`src/rtl/fpga_rst_sequencer_pkg.sv`:
```
`default_nettype none
// ============================================================================
// Module      : fpga_rst_sequencer_pkg
// Description : Shared FPGA specification package. Holds device and family
//               enumerations, family lookups, the ns-to-cycle helper and the
//               reset sequencer state encoding.
// Revision    : 1.0 - initial release
// ============================================================================
package fpga_rst_sequencer_pkg;

  typedef enum logic [3:0] {
    MM_FPGA_XILINX_XC7A50T_11  = 4'd0,
    MM_FPGA_XILINX_XC7K325T_2  = 4'd1,
    MM_FPGA_XILINX_XCKU040_2   = 4'd2,
    MM_FPGA_XILINX_XCVU9P_22L  = 4'd3,
    MM_FPGA_INTEL_10AX115_2    = 4'd4,
    MM_FPGA_MICROSEMI_M2GL005  = 4'd5
  } mm_fpga_target_t;

  typedef enum logic [2:0] {
    MM_FAM_7SERIES     = 3'd0,
    MM_FAM_ULTRASCALE  = 3'd1,
    MM_FAM_ULTRASCALEP = 3'd2,
    MM_FAM_ARRIA10     = 3'd3,
    MM_FAM_IGLOO2      = 3'd4
  } mm_fpga_family_t;

  // Encoding is exported on state_o, so the values are fixed.
  typedef enum logic [2:0] {
    S_PLL_RST   = 3'd0,
    S_PLL_WAIT  = 3'd1,
    S_GT_SETTLE = 3'd2,
    S_GT_WAIT   = 3'd3,
    S_USER_REL  = 3'd4,
    S_RUN       = 3'd5
  } mm_rst_seq_state_t;

  function automatic mm_fpga_family_t mm_get_fpga_family(input mm_fpga_target_t target);
    mm_fpga_family_t fam;
    case (target)
      MM_FPGA_XILINX_XC7A50T_11: fam = MM_FAM_7SERIES;
      MM_FPGA_XILINX_XC7K325T_2: fam = MM_FAM_7SERIES;
      MM_FPGA_XILINX_XCKU040_2:  fam = MM_FAM_ULTRASCALE;
      MM_FPGA_XILINX_XCVU9P_22L: fam = MM_FAM_ULTRASCALEP;
      MM_FPGA_INTEL_10AX115_2:   fam = MM_FAM_ARRIA10;
      MM_FPGA_MICROSEMI_M2GL005: fam = MM_FAM_IGLOO2;
      default:                   fam = MM_FAM_ULTRASCALEP;
    endcase
    return fam;
  endfunction

  // Transceiver settle time after PLL lock; zero for families without GTs.
  function automatic int unsigned mm_get_gt_settle_ns(input mm_fpga_family_t fam);
    int unsigned ns;
    case (fam)
      MM_FAM_7SERIES:     ns = 500;
      MM_FAM_ULTRASCALE:  ns = 1000;
      MM_FAM_ULTRASCALEP: ns = 1000;
      MM_FAM_ARRIA10:     ns = 2000;
      default:            ns = 0;
    endcase
    return ns;
  endfunction

  function automatic bit mm_family_has_gt(input mm_fpga_family_t fam);
    return (fam != MM_FAM_IGLOO2);
  endfunction

  // Rounds up so a hold time is never shortened by truncation.
  function automatic int unsigned mm_ns_to_cycles(input int unsigned ns,
                                                   input int unsigned clk_mhz);
    return (ns * clk_mhz + 32'd999) / 32'd1000;
  endfunction

endpackage
`default_nettype wire

```
`src/rtl/mm_rst_timer.sv`:
```
`default_nettype none
// ============================================================================
// Module      : mm_rst_timer
// Description : Loadable interval timer shared by all timed sequencer states.
//               Reloaded on state entry; expired_o flags the last cycle of the
//               programmed interval (limit_i cycles after the reload).
// Revision    : 1.0 - initial release
// ============================================================================
module mm_rst_timer #(
  parameter int unsigned WIDTH = 8
) (
  input  logic             clk,
  input  logic             rst,
  input  logic             load_i,
  input  logic [WIDTH-1:0] limit_i,
  output logic             expired_o
);

  logic [WIDTH-1:0] cnt_q;

  // Elapsed-cycle count since the last reload, saturating so it never wraps.
  always_ff @(posedge clk) begin
    if (rst) begin
      cnt_q <= '0;
    end else if (load_i) begin
      cnt_q <= '0;
    end else if (cnt_q != '1) begin
      cnt_q <= cnt_q + WIDTH'(1);
    end
  end

  assign expired_o = (cnt_q == (limit_i - WIDTH'(1)));

endmodule
`default_nettype wire

```
`src/rtl/fpga_rst_sequencer.sv`:
```
`default_nettype none
// ============================================================================
// Module      : fpga_rst_sequencer
// Description : Power-up / recovery reset sequencer. Resets the PLL, waits
//               for lock, runs the transceiver reset handshake, then releases
//               user logic. Timeouts re-enter the sequence and are counted.
// Revision    : 1.0 - initial release
// ============================================================================
module fpga_rst_sequencer
  import fpga_rst_sequencer_pkg::*;
#(
  parameter mm_fpga_target_t FPGA_TARGET     = MM_FPGA_XILINX_XCVU9P_22L,
  parameter int unsigned     CLK_FREQ_MHZ    = 125,
  parameter int unsigned     LOCK_TIMEOUT_US = 1000,
  parameter int unsigned     USER_HOLD_CYC   = 16
) (
  input  logic       clk,
  input  logic       rst,
  input  logic       pll_locked_i,
  input  logic       gt_reset_done_i,
  output logic       pll_rst_o,
  output logic       gt_rst_o,
  output logic       user_rst_o,
  output logic       done_o,
  output logic       fault_o,
  output logic [7:0] retry_cnt_o,
  output logic [2:0] state_o
);

  localparam mm_fpga_family_t FAMILY = mm_get_fpga_family(FPGA_TARGET);
  localparam bit HAS_GT = mm_family_has_gt(FAMILY);
  localparam int unsigned PLL_RST_CYC = mm_ns_to_cycles(1000, CLK_FREQ_MHZ);
  // Families without a GT stage never visit S_GT_SETTLE; 1 keeps the timer limit sane.
  localparam int unsigned GT_SETTLE_CYC =
      HAS_GT ? mm_ns_to_cycles(mm_get_gt_settle_ns(FAMILY), CLK_FREQ_MHZ) : 1;
  localparam int unsigned TIMEOUT_CYC = LOCK_TIMEOUT_US * CLK_FREQ_MHZ;
  localparam int unsigned MAX_A = (TIMEOUT_CYC > GT_SETTLE_CYC) ? TIMEOUT_CYC : GT_SETTLE_CYC;
  localparam int unsigned MAX_B = (MAX_A > PLL_RST_CYC) ? MAX_A : PLL_RST_CYC;
  // The user hold interval runs on the same timer, so it must fit as well.
  localparam int unsigned MAX_CYC = (MAX_B > USER_HOLD_CYC) ? MAX_B : USER_HOLD_CYC;
  localparam int CNT_W = $clog2(MAX_CYC + 1);

  mm_rst_seq_state_t state_q, state_d;
  logic              timeout;
  logic              tmr_expired;
  logic [CNT_W-1:0]  tmr_limit;

  logic       pll_rst_q, gt_rst_q, user_rst_q, done_q, fault_q;
  logic [7:0] retry_q, retry_d;
  logic [2:0] state_out_q;

  mm_rst_timer #(
    .WIDTH (CNT_W)
  ) u_timer (
    .clk       (clk),
    .rst       (rst),
    .load_i    (state_d != state_q),
    .limit_i   (tmr_limit),
    .expired_o (tmr_expired)
  );

  // State register.
  always_ff @(posedge clk) begin
    if (rst) begin
      state_q <= S_PLL_RST;
    end else begin
      state_q <= state_d;
    end
  end

  // Next-state logic, timer interval selection and timeout detection.
  always_comb begin
    state_d   = state_q;
    timeout   = 1'b0;
    tmr_limit = CNT_W'(TIMEOUT_CYC);
    unique case (state_q)
      S_PLL_RST: begin
        tmr_limit = CNT_W'(PLL_RST_CYC);
        if (tmr_expired) state_d = S_PLL_WAIT;
      end
      S_PLL_WAIT: begin
        if (pll_locked_i) begin
          state_d = HAS_GT ? S_GT_SETTLE : S_USER_REL;
        end else if (tmr_expired) begin
          state_d = S_PLL_RST;
          timeout = 1'b1;
        end
      end
      S_GT_SETTLE: begin
        tmr_limit = CNT_W'(GT_SETTLE_CYC);
        if (!pll_locked_i)    state_d = S_PLL_RST;
        else if (tmr_expired) state_d = S_GT_WAIT;
      end
      S_GT_WAIT: begin
        // A timeout coinciding with lock loss is still counted as a fault.
        if (!gt_reset_done_i && tmr_expired) begin
          state_d = S_PLL_RST;
          timeout = 1'b1;
        end else if (!pll_locked_i) begin
          state_d = S_PLL_RST;
        end else if (gt_reset_done_i) begin
          state_d = S_USER_REL;
        end
      end
      S_USER_REL: begin
        tmr_limit = CNT_W'(USER_HOLD_CYC);
        if (!pll_locked_i)    state_d = S_PLL_RST;
        else if (tmr_expired) state_d = S_RUN;
      end
      S_RUN: begin
        if (!pll_locked_i) state_d = S_PLL_RST;
      end
      default: state_d = S_PLL_RST;
    endcase
  end

  assign retry_d = (timeout && (retry_q != 8'hFF)) ? retry_q + 8'd1 : retry_q;

  // Registered Moore outputs decoded from the current state.
  always_ff @(posedge clk) begin
    if (rst) begin
      pll_rst_q   <= 1'b1;
      gt_rst_q    <= 1'b1;
      user_rst_q  <= 1'b1;
      done_q      <= 1'b0;
      fault_q     <= 1'b0;
      retry_q     <= 8'd0;
      state_out_q <= 3'd0;
    end else begin
      pll_rst_q   <= (state_q == S_PLL_RST);
      gt_rst_q    <= !HAS_GT || (state_q inside {S_PLL_RST, S_PLL_WAIT, S_GT_SETTLE});
      user_rst_q  <= (state_q != S_RUN);
      done_q      <= (state_q == S_RUN);
      fault_q     <= timeout;
      retry_q     <= retry_d;
      state_out_q <= state_q;
    end
  end

  assign pll_rst_o   = pll_rst_q;
  assign gt_rst_o    = gt_rst_q;
  assign user_rst_o  = user_rst_q;
  assign done_o      = done_q;
  assign fault_o     = fault_q;
  assign retry_cnt_o = retry_q;
  assign state_o     = state_out_q;

endmodule
`default_nettype wire

```
`config.mk`:
```
export PLATFORM = sky130hd
export DESIGN_NAME = fpga_rst_sequencer
export DESIGN_NICKNAME = d
export VERILOG_FILES = /design/src/rtl/fpga_rst_sequencer_pkg.sv /design/src/rtl/mm_rst_timer.sv /design/src/rtl/fpga_rst_sequencer.sv
export SDC_FILE = /design/constraint.sdc
export NUM_CORES = 1
export LEC_CHECK = 0
export ABC_AREA = 1
export CAP_MARGIN = 20
export CORE_UTILIZATION = 30
export CTS_CLUSTER_SIZE = 20
export DETAILED_ROUTE_END_ITERATION = 6
export GPL_ROUTABILITY_DRIVEN = 0
export MAX_ROUTING_LAYER = met4
export PLACE_DENSITY = 0.46
export SLEW_MARGIN = 0
export SYNTH_ARGS = -nofsm -noshare
export SYNTH_HDL_FRONTEND = slang
export SYNTH_HIERARCHICAL = 1
export SYNTH_SLANG_ARGS = --single-unit
export TNS_END_PERCENT = 5
```
`constraint.sdc`:
```
create_clock -name clk -period 4.7 [get_ports clk]
set_input_delay 1.175 -clock clk [delete_from_list [all_inputs] [get_ports clk]]
set_output_delay 1.175 -clock clk [all_outputs]
set_load 0.01 [all_outputs]
```
# Yosys cells after proc, flatten, opt, wreduce, memory -nomap -nowiden
# Index checks and enable logic that the tools add are counted.
# W data, S select, Z words.
dict set report totals {
  output_inout_bits 16
  reg_bits 36
  in_bits 4
}
dict set report op_classes {
  reduce_logical 7
  add_sub_neg 3
  n_mux 17
  eq_ne 10
}
# cell count
set op_table {}
lappend op_table {{$pmux W17 S2} 1}
lappend op_table {{$mux W3} 11}
lappend op_table {{$pmux W3 S6} 1}
lappend op_table {{$add A17 B1 Y17 const B} 1}
lappend op_table {{$eq A17 B17 Y1} 1}
lappend op_table {{$ne A17 B17 Y1 const B} 1}
lappend op_table {{$sub A17 B1 Y17 const B} 1}
lappend op_table {{$add A8 B1 Y8 const B} 1}
lappend op_table {{$ne A8 B8 Y1 const B} 1}
lappend op_table {{$eq A3 B2 Y1 const B} 2}
lappend op_table {{$eq A3 B3 Y1 const B} 2}
lappend op_table {{$reduce_or A2 Y1} 2}
lappend op_table {{$eq A3 B1 Y1 const B} 1}
lappend op_table {{$logic_not A3 Y1} 1}
lappend op_table {{$mux W1} 3}
lappend op_table {{$ne A3 B3 Y1} 1}
lappend op_table {{$ne A3 B3 Y1 const B} 1}
lappend op_table {{$reduce_bool A3 Y1} 1}
lappend op_table {{$logic_and A1 B1 Y1} 2}
lappend op_table {{$pmux W1 S2} 1}
lappend op_table {{$logic_not A1 Y1} 1}

# Depth between registers and ports, before layout
dict set report depth {
  word_depth 10
  ltp_mapped 26
  mapped_depth_nobuf 25
}

# By module
# The synthesis kept the hierarchy.
# module cells_per_inst instances area_per_inst_um2 seq_area_each_um2
set modules_own_cells {}
lappend modules_own_cells {mm_rst_timer 251 1 1501.4 340.3}
lappend modules_own_cells {fpga_rst_sequencer 149 1 1031.0 380.4}

# Worst setup path before layout
# Ideal clock, no wire load.
dict set report synth_timing {
  path_type {register -> register}
  startpoint {register state_q[2]}
  endpoint {register u_timer.cnt_q[10]}
  path_slack_ns 0.622
  path_stages_with_launch 27
  n_path_buf 2
  arrival_ns 4.008
  setup_ns 0.070
  period_less_slack_ns 4.078
  path_cell_list {dfxtp_1 -> buf_2 -> inv_1 -> o21ai_0 -> inv_1 -> inv_2 -> nand2_1 -> nor2_1 -> nand2_1 -> nor2_2 -> nand2_1 -> nand2_1 -> inv_1 -> nor2_1 -> nand3_1 -> nor2_1 -> inv_1 -> a21oi_1 -> nand2_1 -> nand2_1 -> nor2_1 -> nand2_1 -> nand4_1 -> nor2_1 -> clkbuf_1 -> o21ai_0 -> a21oi_1}
}
dict set report synth_via {
  elab_chain_cells 10
  word_cells_on_any_way 25
  cone_classes {add/sub (1); eq/ne (7); mux (13); reduce/logical (4)}
}
# item line
set synth_rtl {}
lappend synth_rtl {{start: declaration} fpga_rst_sequencer.sv:43} ;# mm_rst_seq_state_t state_q, state_d;
lappend synth_rtl {{start signal: assignment} fpga_rst_sequencer.sv:67} ;# state_q <= state_d;
lappend synth_rtl {{$eq A3 B2 Y1 or $logic_not A3 Y1 (tied branches)} fpga_rst_sequencer.sv:76} ;# unique case (state_q)
lappend synth_rtl {{$reduce_or A2 Y1 (no source line)} -}
lappend synth_rtl {{$pmux W17 S2 (*)} fpga_rst_sequencer.sv:76}
lappend synth_rtl {{named net tmr_limit[11]} fpga_rst_sequencer.sv:46} ;# logic [CNT_W-1:0] tmr_limit;
lappend synth_rtl {{$sub A17 B1 Y17 (*)} mm_rst_timer.sv:32} ;# assign expired_o = (cnt_q == (limit_i - WIDTH'(1)));
lappend synth_rtl {{$eq A17 B17 Y1 (*)} mm_rst_timer.sv:32}
lappend synth_rtl {{named net tmr_expired} fpga_rst_sequencer.sv:45} ;# logic tmr_expired;
lappend synth_rtl {{$mux W3, or another cell as far along} fpga_rst_sequencer.sv:108} ;# else if (tmr_expired) state_d = S_RUN;
lappend synth_rtl {{$mux W3 (on tied branches)} -}
lappend synth_rtl {{$pmux W3 S6 (*)} fpga_rst_sequencer.sv:76}
lappend synth_rtl {{$ne A3 B3 Y1 (*)} fpga_rst_sequencer.sv:57} ;# .load_i (state_d != state_q),
lappend synth_rtl {{$reduce_or A2 Y1 (no source line) (*)} -}
lappend synth_rtl {{end signal: assignment} mm_rst_timer.sv:28} ;# cnt_q <= cnt_q + WIDTH'(1);
lappend synth_rtl {{end: declaration} mm_rst_timer.sv:19} ;# logic [WIDTH-1:0] cnt_q;
# The timed path passes the listed nets; every way through them passes the cells marked *.
# A chain may end at the register's enable or synchronous reset.

# Worst setup path in the final report
dict set report layout_timing {
  startpoint {register state_q[0]}
  endpoint {register u_timer.cnt_q[9]}
}
# Same word-level chain as after synthesis.

==> flow_summary_export.csv <==
group,metric,value,unit
power_and_ir_drop,power_switching,147,µW
yosys,ys_warn_count,6,
worst_setup_path,r2r_end,"u_timer/cnt_q[9]",
die,core,8180,µm²
power_and_ir_drop,internal_power,476,µW
yosys,yosys.area.top_type,"dfxtp_1",
clocking,clk_path_buf_depth,2,
power_and_ir_drop,p_leak,1.28,nW
yosys,yosysSeqAreaShare,28.5,%
grt,busiest_layer,"met2",
power_and_ir_drop,p_per_area,208,nW/µm²
power_and_ir_drop,p_clk_share,44.9,%
sta,hold_violations,0,
yosys,synthSimpleGateAreaFrac,41.0,%
clocking,cts_inserted_buffers,5,
yosys,synth-xor-area-share,6.92,%
place,postPlaceCellArea,2890,µm²
drt,ant_nets,0,
drt,drc_errors,0,
worst_setup_path,path_max_fanout,13,
yosys,syn_inst,400,
grt,grt_antenna_before_repair,0,
yosys,yosys-top-cells-area,"dfxtp_1, nand2_1, inv_1",
worst_setup_path,critPathArrivalTime,4.19,ns
worst_setup_path,rrSetupSlack,0.75,ns
final_layout,regArea,721,µm²
yosys,synthMuxAreaShare,0,%
grt,use_met2,22.0,%
worst_setup_path,crit_path_start_kind,"flop",
final_layout,diodes,0,
clocking,post_cts_buffers,0,
drt,wl,5660,µm
place,place_inst,535,
place,dp_hpwl,4390,µm
clocking,cts_tree,"yes",
worst_setup_path,critPathRequiredTime,4.94,ns
clocking,clkTransAtPathRegs,0.08,ns
final_layout,multiInputGateArea,1600,µm²
outcome,outcome,"finished, final reports clean",
yosys,yosysMostFrequentCell,"nand2_1",
clocking,cts.sinks,36,
drt,firstDrtPassIters,4,
final_layout,nNetsFinal,445,
final_layout,num-fill-cells,879,
drt,via_per_inst,4.36,
worst_setup_path,worstReg2RegStart,"state_q[0]",
drt,vias,2365,
worst_setup_path,ff2ff_path_depth,22,
die,dieArea,8810,µm²
sta,fin_crit,3.95,ns
yosys,yosys_most_used_dff,"dfxtp_1",
drt,first_iter_violations,60,
die,initial_core_util,31.0,%
yosys,synth_seq_cells,36,
power_and_ir_drop,peakVddDrop,0.118,mV
sta,clock_skew,0.0128,ns
final_layout,area_delta_synth_final,18.4,%
grt,grt_util_met1,19.7,%
die,die_w,93.9,µm
grt,grt_pass1_wl,9690,µm
sta,slew_violations,0,
hold_path,hold_path_depth,2,
hold_path,min_path_type,"reg2reg",
clocking,clockRootBuffer,"clkbuf_8",
grt,grt_pass1_vias,2049,
clocking,hold_buffers,0,
clocking,clkLatencyLatePin,0.30,ns
worst_setup_path,endpoint_kind,"flop",
drt,wl_per_cell,10.4,µm
power_and_ir_drop,p_seq_share,49.7,%
die,row_count,33,
worst_setup_path,crit_type,"reg2reg",
final_layout,drive_above_1_share,11.9,%
place,port_buffers,19,
sta,finalSetupTns,0,ns
yosys,ys_types,34,
flow_run,maxCapViolCount,0,
clocking,h-tree-depth,2,
sta,fin_crit_sh,84.0,%
final_layout,final_cells,543,
grt,overflow,0,
die,io-pin-count,20,
grt,grtUsageTotal,14.6,%
sta,fmax,0.253,GHz
power_and_ir_drop,switching_share,23.6,%
sta,finalSetupViolCount,0,
sta,worst_pin_slew,0.782,ns
yosys,avgSynthCellArea,6.33,µm²
yosys,synth_top_area_share,28.5,%
yosys,synth_edf_count,0,
yosys,synth_top_family_by_area,"simple AND/OR/NAND/NOR gates",
hold_path,min-delay-start,"retry_cnt_o[7]",
final_layout,finish.instance_area,3000,µm²
sta,relSlewSlack,47.7,%
yosys,synth_compound_area_share,10.5,%
yosys,synthAdderAreaFrac,1.98,%
grt,grt_use_met3,2.67,%
power_and_ir_drop,p_comb_share,5.3,%
yosys,postSynth.asyncResetShare,0,%
final_layout,post-route-util,36.7,%
sta,grt_setup_unrepaired,"no",
yosys,yosys-top-cells-count,"nand2_1, inv_1, nor2_1",
hold_path,hold_end,"retry_cnt_o[7]",
die,die_y,93.9,µm
grt,grt_max_degree,18,
clocking,cts_resized,0,
yosys,synth_area,2530,µm²
## critical path: stages, from the launching register on
cell and delay [ns]:
dfxtp_1 0.42, nor2_2 0.53, inv_1 0.20, ha_1 0.27, nand2_1 0.11, nor2_1 0.07, nand2_1 0.14, nand2_1 0.06
a21oi_1 0.16, nand2_1 0.07, nor2_1 0.09, nand3_1 0.07, nor2_1 0.39, inv_1 0.12, a21oi_1 0.20, nor2_1 0.08
nor2_1 0.12, nand4_1 0.10, nor2_1 0.11, buf_4 0.22, inv_1 0.11, a21oi_1 0.13, o21a_1 0.12
## placed cells by master (no fill, tap or decap), drive strengths merged
cell | synthesis | layout
nor2 | 59 | 59
o21a | 1 | 1
buf | 5 | 2
xor2 | 12 | 12
conb | 1 | 18
a21o | 1 | 1
clkinvlp | 0 | 1
nand3 | 31 | 31
xnor2 | 8 | 8
nor3 | 8 | 8
bufinv | 0 | 1
and2 | 1 | 1
nand2 | 113 | 113
clkbuf | 3 | 5
o21ai | 18 | 18
clkinv | 2 | 3
nand3b | 4 | 4
clkdlybuf4s50 | 0 | 19
dfxtp | 36 | 36
ha | 4 | 4
o21bai | 1 | 1
a21oi | 26 | 26
inv | 59 | 59
nand4 | 7 | 7
## per-layer routing
metal | wire length, µm | up-vias | part of all wire, %
li1 | - | 1313 | -
met1 | 3110 | 1021 | 55
met2 | 2350 | 25 | 41
met3 | 115 | 6 | 2.0
met4 | 87 | 0 | 1.5
met5 | 0 | - | 0
## worst max path at each step
| stage | to | start | cells past startpoint |
|---|---|---|---|
| 6_report | u_timer/cnt_q[9] | state_q[0] | 22 |
| 5_1_grt | u_timer/cnt_q[9] | state_q[0] | 26 |
| 4_1_cts | u_timer/cnt_q[9] | state_q[0] | 24 |
| 3_5_place_dp | u_timer/cnt_q[9] | state_q[0] | 24 |
| 3_3_place_gp | u_timer/cnt_q[9] | state_q[0] | 24 |
| 2_1_floorplan | u_timer/cnt_q[10] | state_q[2] | 26 |
## power groups by stage
stage	combinational (mW)	sequential (mW)	clock [mW]
CTS	0.0328	0.310	0.291
finish	0.0333	0.310	0.280
global route	0.0390	0.310	0.305
global placement	0.0331	0.317	0
detailed placement	0.0325	0.317	0
floorplan	0.0253	0.316	0
## kinds of logic (layout without fill, tap and decap cells)
| logic type | count (synthesis) | after routing |
|---|---|---|
| xor gates and xnor gates | 20 | 20 |
| other | 1 | 18 |
| and+or+nand+nor | 223 | 223 |
| DFF | 36 | 36 |
| AOI/OAI and AO/OA | 47 | 47 |
| buffers and inverters | 69 | 90 |
| adders and majority gates | 4 | 4 |
## state kept, by name, indices dropped and copies added (netlist names)
register / count
done_o: 1
fault_o: 1
gt_rst_o: 1
pll_rst_o: 1
retry_cnt_o: 8
state_o: 3
state_q: 3
u_timer/cnt_q: 17
user_rst_o: 1
## per-stage QoR
step	hold WS (ns)	total power, mW	worst slack, ns
global placement	0.484	0.350	0.782
global route	0.514	0.654	0.172
finish	0.497	0.623	0.750
CTS	0.502	0.634	0.704
floorplan	0.467	0.342	0.622
detailed placement	0.490	0.350	0.772
## layout make-up
| class | count | area share (%) |
|---|---|---|
| well taps | 105 | 4.38 |
| repair buffers | 21 | 6.84 |
| inverters | 61 | 7.84 |
| clock buffers | 5 | 2.29 |
| multi-input cells | 312 | 53.2 |
| clock inverters | 3 | 1.42 |
| flip-flops and latches | 36 | 24.0 |
Power figures use the tool's default switching activity.
